## config.mk

```make
export PLATFORM = sky130hd
export DESIGN_NAME = pipe_stage_reg
export DESIGN_NICKNAME = d
export VERILOG_FILES = /design/src/rtl/pipe_stage_reg.sv
export SDC_FILE = /design/constraint.sdc
export NUM_CORES = 1
export LEC_CHECK = 0
export ABC_CLOCK_PERIOD_IN_PS = 2000
export CORE_MARGIN = 5
export CORE_UTILIZATION = 51
export DETAILED_ROUTE_END_ITERATION = 10
export GPL_TIMING_DRIVEN = 0
export PLACE_DENSITY = 0.77
export REMOVE_ABC_BUFFERS = 1
export SLEW_MARGIN = 30
export SYNTH_ARGS = -nofsm -noshare
export SYNTH_HDL_FRONTEND = slang
export SYNTH_SLANG_ARGS = --single-unit
export TNS_END_PERCENT = 100
```

## constraint.sdc

```tcl
create_clock -name clk -period 2 [get_ports clk]
set_input_delay 0.2 -clock clk [delete_from_list [all_inputs] [get_ports clk]]
set_output_delay 0.2 -clock clk [all_outputs]
set_load 0.05 [all_outputs]
```

## src/rtl/pipe_stage_reg.sv

```systemverilog
// pipe_stage_reg: elastic pipeline-stage register with a valid/ready handshake.
// It carries a packed payload of DATA_W bits between pipeline stages.
// SKID=1 adds a second "skid" entry so that in_ready comes straight from a
// register and has no combinational path from out_ready.
// SKID=0 keeps a single entry and derives in_ready combinationally.
// An empty stage always presents an all-zero payload (a nop bubble at PC 0).
module pipe_stage_reg #(
    parameter int DATA_W = 161,
    parameter int SKID   = 1
) (
    input  logic              clk,
    input  logic              reset,      // asynchronous, active-low
    input  logic              flush,      // synchronous clear, beats any handshake
    input  logic              in_valid,
    output logic              in_ready,
    input  logic [DATA_W-1:0] in_data,
    output logic              out_valid,
    input  logic              out_ready,
    output logic [DATA_W-1:0] out_data,
    output logic [1:0]        occupancy
);

    // Number of entries held; the value doubles as the state encoding.
    localparam logic [1:0] ST_EMPTY = 2'd0;
    localparam logic [1:0] ST_ONE   = 2'd1;
    localparam logic [1:0] ST_TWO   = 2'd2;

    logic [1:0]        count_q, count_d;
    logic [DATA_W-1:0] main_q, main_d;
    logic [DATA_W-1:0] skid_q;      // younger entry; tied to zero when SKID=0
    logic              accept;
    logic              deliver;

    assign out_valid = (count_q != ST_EMPTY);
    assign accept    = in_valid & in_ready;
    assign deliver   = out_valid & out_ready;
    assign occupancy = count_q;

    // main_q is forced to zero whenever the stage empties, so out_data needs no
    // extra masking to present a bubble.
    assign out_data  = main_q;

    generate
        if (SKID != 0) begin : g_skid
            logic [DATA_W-1:0] skid_d;

            // Registered ready: a pure decode of count_q, never of out_ready.
            assign in_ready = (count_q != ST_TWO);

            // Skid entry captures the beat that arrives while main is stalled,
            // and is cleared once it has moved up into main.
            always_comb begin
                skid_d = skid_q;
                if (flush) begin
                    skid_d = '0;
                end else if ((count_q == ST_ONE) && accept && !deliver) begin
                    skid_d = in_data;
                end else if ((count_q == ST_TWO) && deliver) begin
                    skid_d = '0;
                end
            end

            // Skid storage register.
            always_ff @(posedge clk or negedge reset) begin
                if (!reset) begin
                    skid_q <= '0;
                end else begin
                    skid_q <= skid_d;
                end
            end
        end else begin : g_noskid
            // Single entry: can take a new beat only when the current one leaves.
            assign in_ready = !out_valid || out_ready;
            assign skid_q   = '0;
        end
    endgenerate

    // Next-state and main-entry update; flush overrides every handshake.
    always_comb begin
        count_d = count_q;
        main_d  = main_q;
        if (flush) begin
            count_d = ST_EMPTY;
            main_d  = '0;
        end else begin
            case (count_q)
                ST_EMPTY: begin
                    if (accept) begin
                        count_d = ST_ONE;
                        main_d  = in_data;
                    end else begin
                        main_d  = '0;
                    end
                end
                ST_ONE: begin
                    if (accept && deliver) begin
                        main_d  = in_data;
                    end else if (accept) begin
                        // Only reachable with a skid entry; without one,
                        // in_ready already implies deliver here.
                        if (SKID != 0) begin
                            count_d = ST_TWO;
                        end
                    end else if (deliver) begin
                        count_d = ST_EMPTY;
                        main_d  = '0;
                    end
                end
                ST_TWO: begin
                    // in_ready is low, so only the older entry can move.
                    if (deliver) begin
                        count_d = ST_ONE;
                        main_d  = skid_q;
                    end
                end
                default: begin
                    count_d = ST_EMPTY;
                    main_d  = '0;
                end
            endcase
        end
    end

    // Occupancy and main storage registers.
    always_ff @(posedge clk or negedge reset) begin
        if (!reset) begin
            count_q <= ST_EMPTY;
            main_q  <= '0;
        end else begin
            count_q <= count_d;
            main_q  <= main_d;
        end
    end

endmodule
```

# [Word level (Yosys, flattened, before mapping)]
# Index checks and enable logic that the tools add are counted.
[word_totals] regBits=324 input_bits=166
[op_classes] eq_ne=9 mux=17 bitwise_logic=2 reduce_logical=10
[op_table] operator="$mux 161" n=9
[op_table] operator="$pmux 161 s3" n=1
[op_table] operator="$mux 2" n=6
[op_table] operator="$ne 3x3->1 const B" n=3
[op_table] operator="$ne 4x3->1 const B" n=2
[op_table] operator="$pmux 2 s3" n=1
[op_table] operator="$logic_and 1x1->1" n=4
[op_table] operator="$ne 4x4->1 const B" n=1
[op_table] operator="$reduce_and 4->1" n=1
[op_table] operator="$reduce_and 3->1" n=1
[op_table] operator="$reduce_bool 3->1" n=1
[op_table] operator="$and 1x1->1" n=2
[op_table] operator="$eq 2x1->1 const B" n=1
[op_table] operator="$eq 2x2->1 const B" n=1
[op_table] operator="$logic_not 2->1" n=1
[op_table] operator="$ne 2x2->1 const B" n=1
[op_table] operator="$reduce_bool 2->1" n=1
[op_table] operator="$logic_not 1->1" n=1

# [Longest topological paths before layout]
[depth] depth_word=7 mapped_depth=7 mapped_depth_nobuf=3

# [Worst setup path after synthesis]
# OpenSTA, ideal clock, no wires.
[synth_timing] path_kind="reg-to-reg" startpoint="register count_q[0] (netlist: occupancy[0])" endpoint="register main_q[110] (netlist: out_data[110])" t_arrival_ns=1.916 slack_ns=-0.037 path_stages_with_launch=8 path_buffers=4 cell_sequence="dfrtp_1 buf_2 nor2b_1 buf_2 buf_2 buf_2 a221o_1 a22o_1"
[synth_via] elab_chain_cells=6 elab_cells_between_ends=16 classes_between="eq/ne: 6; mux: 4; bitwise: 2; reduce/logical: 4"
[synth_lines] element="start: declaration" line="28" source="logic [1:0] count_q, count_d;"
[synth_lines] element="start signal: assignment" line="130" source="count_q <= count_d;"
[synth_lines] element="$ne 2x2->1 / $reduce_bool 2->1 (equally long branches)" line="48, 34"
[synth_lines] element="$and 1x1->1 (on tied branches)" line="35, 36"
[synth_lines] element="$logic_and 1x1->1" line="96" source="if (accept && deliver) begin"
[synth_lines] element="$mux 161" line="96"
[synth_lines] element="$pmux 161 s3" line="86" source="case (count_q)"
[synth_lines] element="$mux 161" line="82" source="if (flush) begin"
[synth_lines] element="end signal: assignment" line="131" source="main_q <= main_d;"
[synth_lines] element="end: declaration" line="29" source="logic [DATA_W-1:0] main_q, main_d;"
# Several ways; a longest one is shown, not always the timed one.
# A chain may end at the register's enable or synchronous reset.

# [Final worst setup path]
[layout_timing] startpoint="register count_q[1] (netlist: occupancy[1])" endpoint="register main_q[20] (netlist: out_data[20])"
# Same word-level chain as after synthesis.

==> impl_metrics.ini <==
[drt]
routed_wl_mm = 52.5
drc = 0
drtIter0Drc = 1249
routedWlPerCell_um = 27.4
num_vias = 13159
drt-pass1-iter-count = 7
drt-vias-per-instance = 6.85
ant_nets = 0

[die]
die_area_um2 = 32900
die_h_um = 181
start_util_pct = 52.0
boundaryPins = 331
dieWidth_um = 181
rows = 62
core_um2 = 28900

[sta]
post-route-period-util_pct = 99.1
slew_violations = 0
tightest_slew_ns = 0.626
finalSetupViolCount = 0
hold_viol = 0
fin_hold_ws_ns = 0.186
rsz0062_at_grt = yes
fmax_mhz = 504
fin_skew_ns = 0.0107
slew_headroom_pct = 58.1
post-route-min-period_ns = 1.98

[layout]
nNetsFinal = 1671
final_core_util_pct = 74.9
area_delta_synth_final_pct = 44.2
drive_gt1_share_pct = 14.0
mostFrequentLayoutCell = clkdlybuf4s50_1
mostFrequentLayoutCells = clkdlybuf4s50_1, a22o_1, dfrtp_1, a221o_1, nor4bb_1
layout.cells.non_filler = 1920

[synthesis]
synth_area_um2 = 15000
yosysWarningCount = 0
synth_seq_cells = 324
ys.flop_type = dfrtp_1
synth_cells = 1152
netlist-cell-type-count = 27
postSynthAreaPerCell_um2 = 13.0
synth-edff-count = 0
synthArstFlopShare_pct = 100
ys_seq_area_share_pct = 54.1

[pwr]
p_int_w = 0.0122
leakagePower_nw = 9.72
power_frac_seq_pct = 41.0
powerDensity_nw_per_um2 = 796
power_switching_w = 0.00496
comb_power_share_pct = 22.4
irDropWorstVdd_v = 0.000617
p_clk_share_pct = 36.6
swShare_pct = 28.8

[clock_tree]
clock-sinks = 324
cts_htree_levels = 2
cts.clk_slew.worst_paths_ns = 0.06
cts_tree = done
cts_root_buf = clkbuf_16
clock_path_buffers = 3
clock_latency_ns = 0.51
cts_buffers = 36

[global_routing]
overflow = 0
grt_pass1_wl_mm = 79.7
antenna_found_initial = 9
grt_pass1_vias = 13266
grt_use_total_pct = 29.9
grt_start_max_net_pins = 90

[critical_path]
worstPathRequired_ns = 2.43
end_kind = flip-flop
path_max_fanout = 18
critPathArrivalTime_ns = 2.42
cp-start-kind = flip-flop
critical_path_class = flip-flop to flip-flop

[place]
io_buffers = 330
dp.final_hpwl_mm = 29.0
placed_cells = 1765
place.gp.congestion = 0.778

[hold_path]
worstHoldPathType = primary input to asynchronous set/reset pin

[status]
status = complete, no violations

[job]
max_cap_violations = 0
[per-layer routing]
layer	GRT usage (%)	part of all wire, %
met1	39.4	39
met2	47.3	48
met3	8.78	9.1
met4	10.8	3.5
met5	0	0.10
[power by group through the flow]
stage | clock [W] | combinational (W) | sequential, W
after global routing | 0.00670 | 0.00403 | 0.00708
final | 0.00630 | 0.00385 | 0.00705
after floorplan | 0 | 0.000980 | 0.00797
after CTS | 0.00641 | 0.00373 | 0.00704
after detailed placement | 0 | 0.00341 | 0.00718
after global placement | 0 | 0.00312 | 0.00729
[area by class of cell]
class | count | area [um^2]
well taps | 384 | 480
flip-flops and latches | 324 | 8120
repair buffers | 474 | 5620
inverters | 1 | 6.26
multi-input cells | 668 | 6290
diodes | 6 | 15.0
clock inverters | 9 | 70.1
fillers | 1941 | 7230
clock buffers | 54 | 1020
[state kept, by name (all words and copies together), names as in the netlist]
register / count
occupancy: 2
out_data: 161
skid_q: 161
[synth_stat cells, types with 2 or more instances]
library cell  number  share of area, %
dfrtp_1          324                54
a22o_1           322                19
a221o_1          160                11
nor4bb_1         160                11
clkbuf_1          94               2.4
buf_2             66               2.2
nor2b_1            4              0.17
a21oi_1            2             0.067
nand2_1            2             0.050
[final timing paths]
check / start / endpoint / slack (ns) / cells after the start
setup / recovery: occupancy[1]$_DFFE_PN0P_ / out_data[20]$_DFFE_PN0P_ / 0.02 / 7
hold / removal: reset / skid_q[94]$_DFFE_PN0P_ / 0.19 / 2
setup reg to reg: occupancy[1]$_DFFE_PN0P_ / out_data[20]$_DFFE_PN0P_ / 0.02 / 7
hold reg to reg: out_data[129]$_DFFE_PN0P_ / out_data[129]$_DFFE_PN0P_ / 0.50 / 1
max in group asynchronous: reset / skid_q[89]$_DFFE_PN0P_ / 0.73 / 4
min in group clk: in_data[118] / skid_q[118]$_DFFE_PN0P_ / 0.34 / 2
[logic make-up (layout without fill, tap and decap cells)]
family	Yosys count	in the layout	synth area share, %
compound gates	490	490	30.0
xor+xnor	1	1	0.0584
buf+inv	163	538	4.64
flops	324	324	54.1
other cells	0	6	0
simple gates	174	177	11.3
[worst max-delay path, cell delays in order (launching register included)]
cell and delay (ns):
dfrtp_4 0.54, buf_16 0.19, or2_4 0.27, a21oi_4 0.19
clkbuf_16 0.17, buf_16 0.10, buf_4 0.24, a22o_1 0.20
[per-stage QoR]
| step | instance area, um^2 | TNS [ns] | total power (W) | worst slack [ns] |
|---|---|---|---|---|
| after floorplan | 14300 | -3277.50 | 0.00895 | -12.77 |
| after global placement | 18100 | - | 0.0104 | -31.01 |
| after detailed placement | 19300 | -221.85 | 0.0106 | -1.14 |
| after CTS | 21300 | -6.07 | 0.0172 | -0.122 |
| after global routing | 21600 | -0.461 | 0.0178 | -0.0236 |
| final | 21600 | 0 | 0.0172 | 0.0174 |
[timing repair]
item / 4_1_cts / 5_1_grt
endpoints found under the hold margin: 159 / 0
pin swaps: 32 / 41
hold buffers: 1 / 0
endpoints found under the setup margin: 328 / 261
buffers inserted: 48 / 23
cloned: 14 / 6
gates resized for setup: 59 / 29
Power figures use the tool's default switching activity.
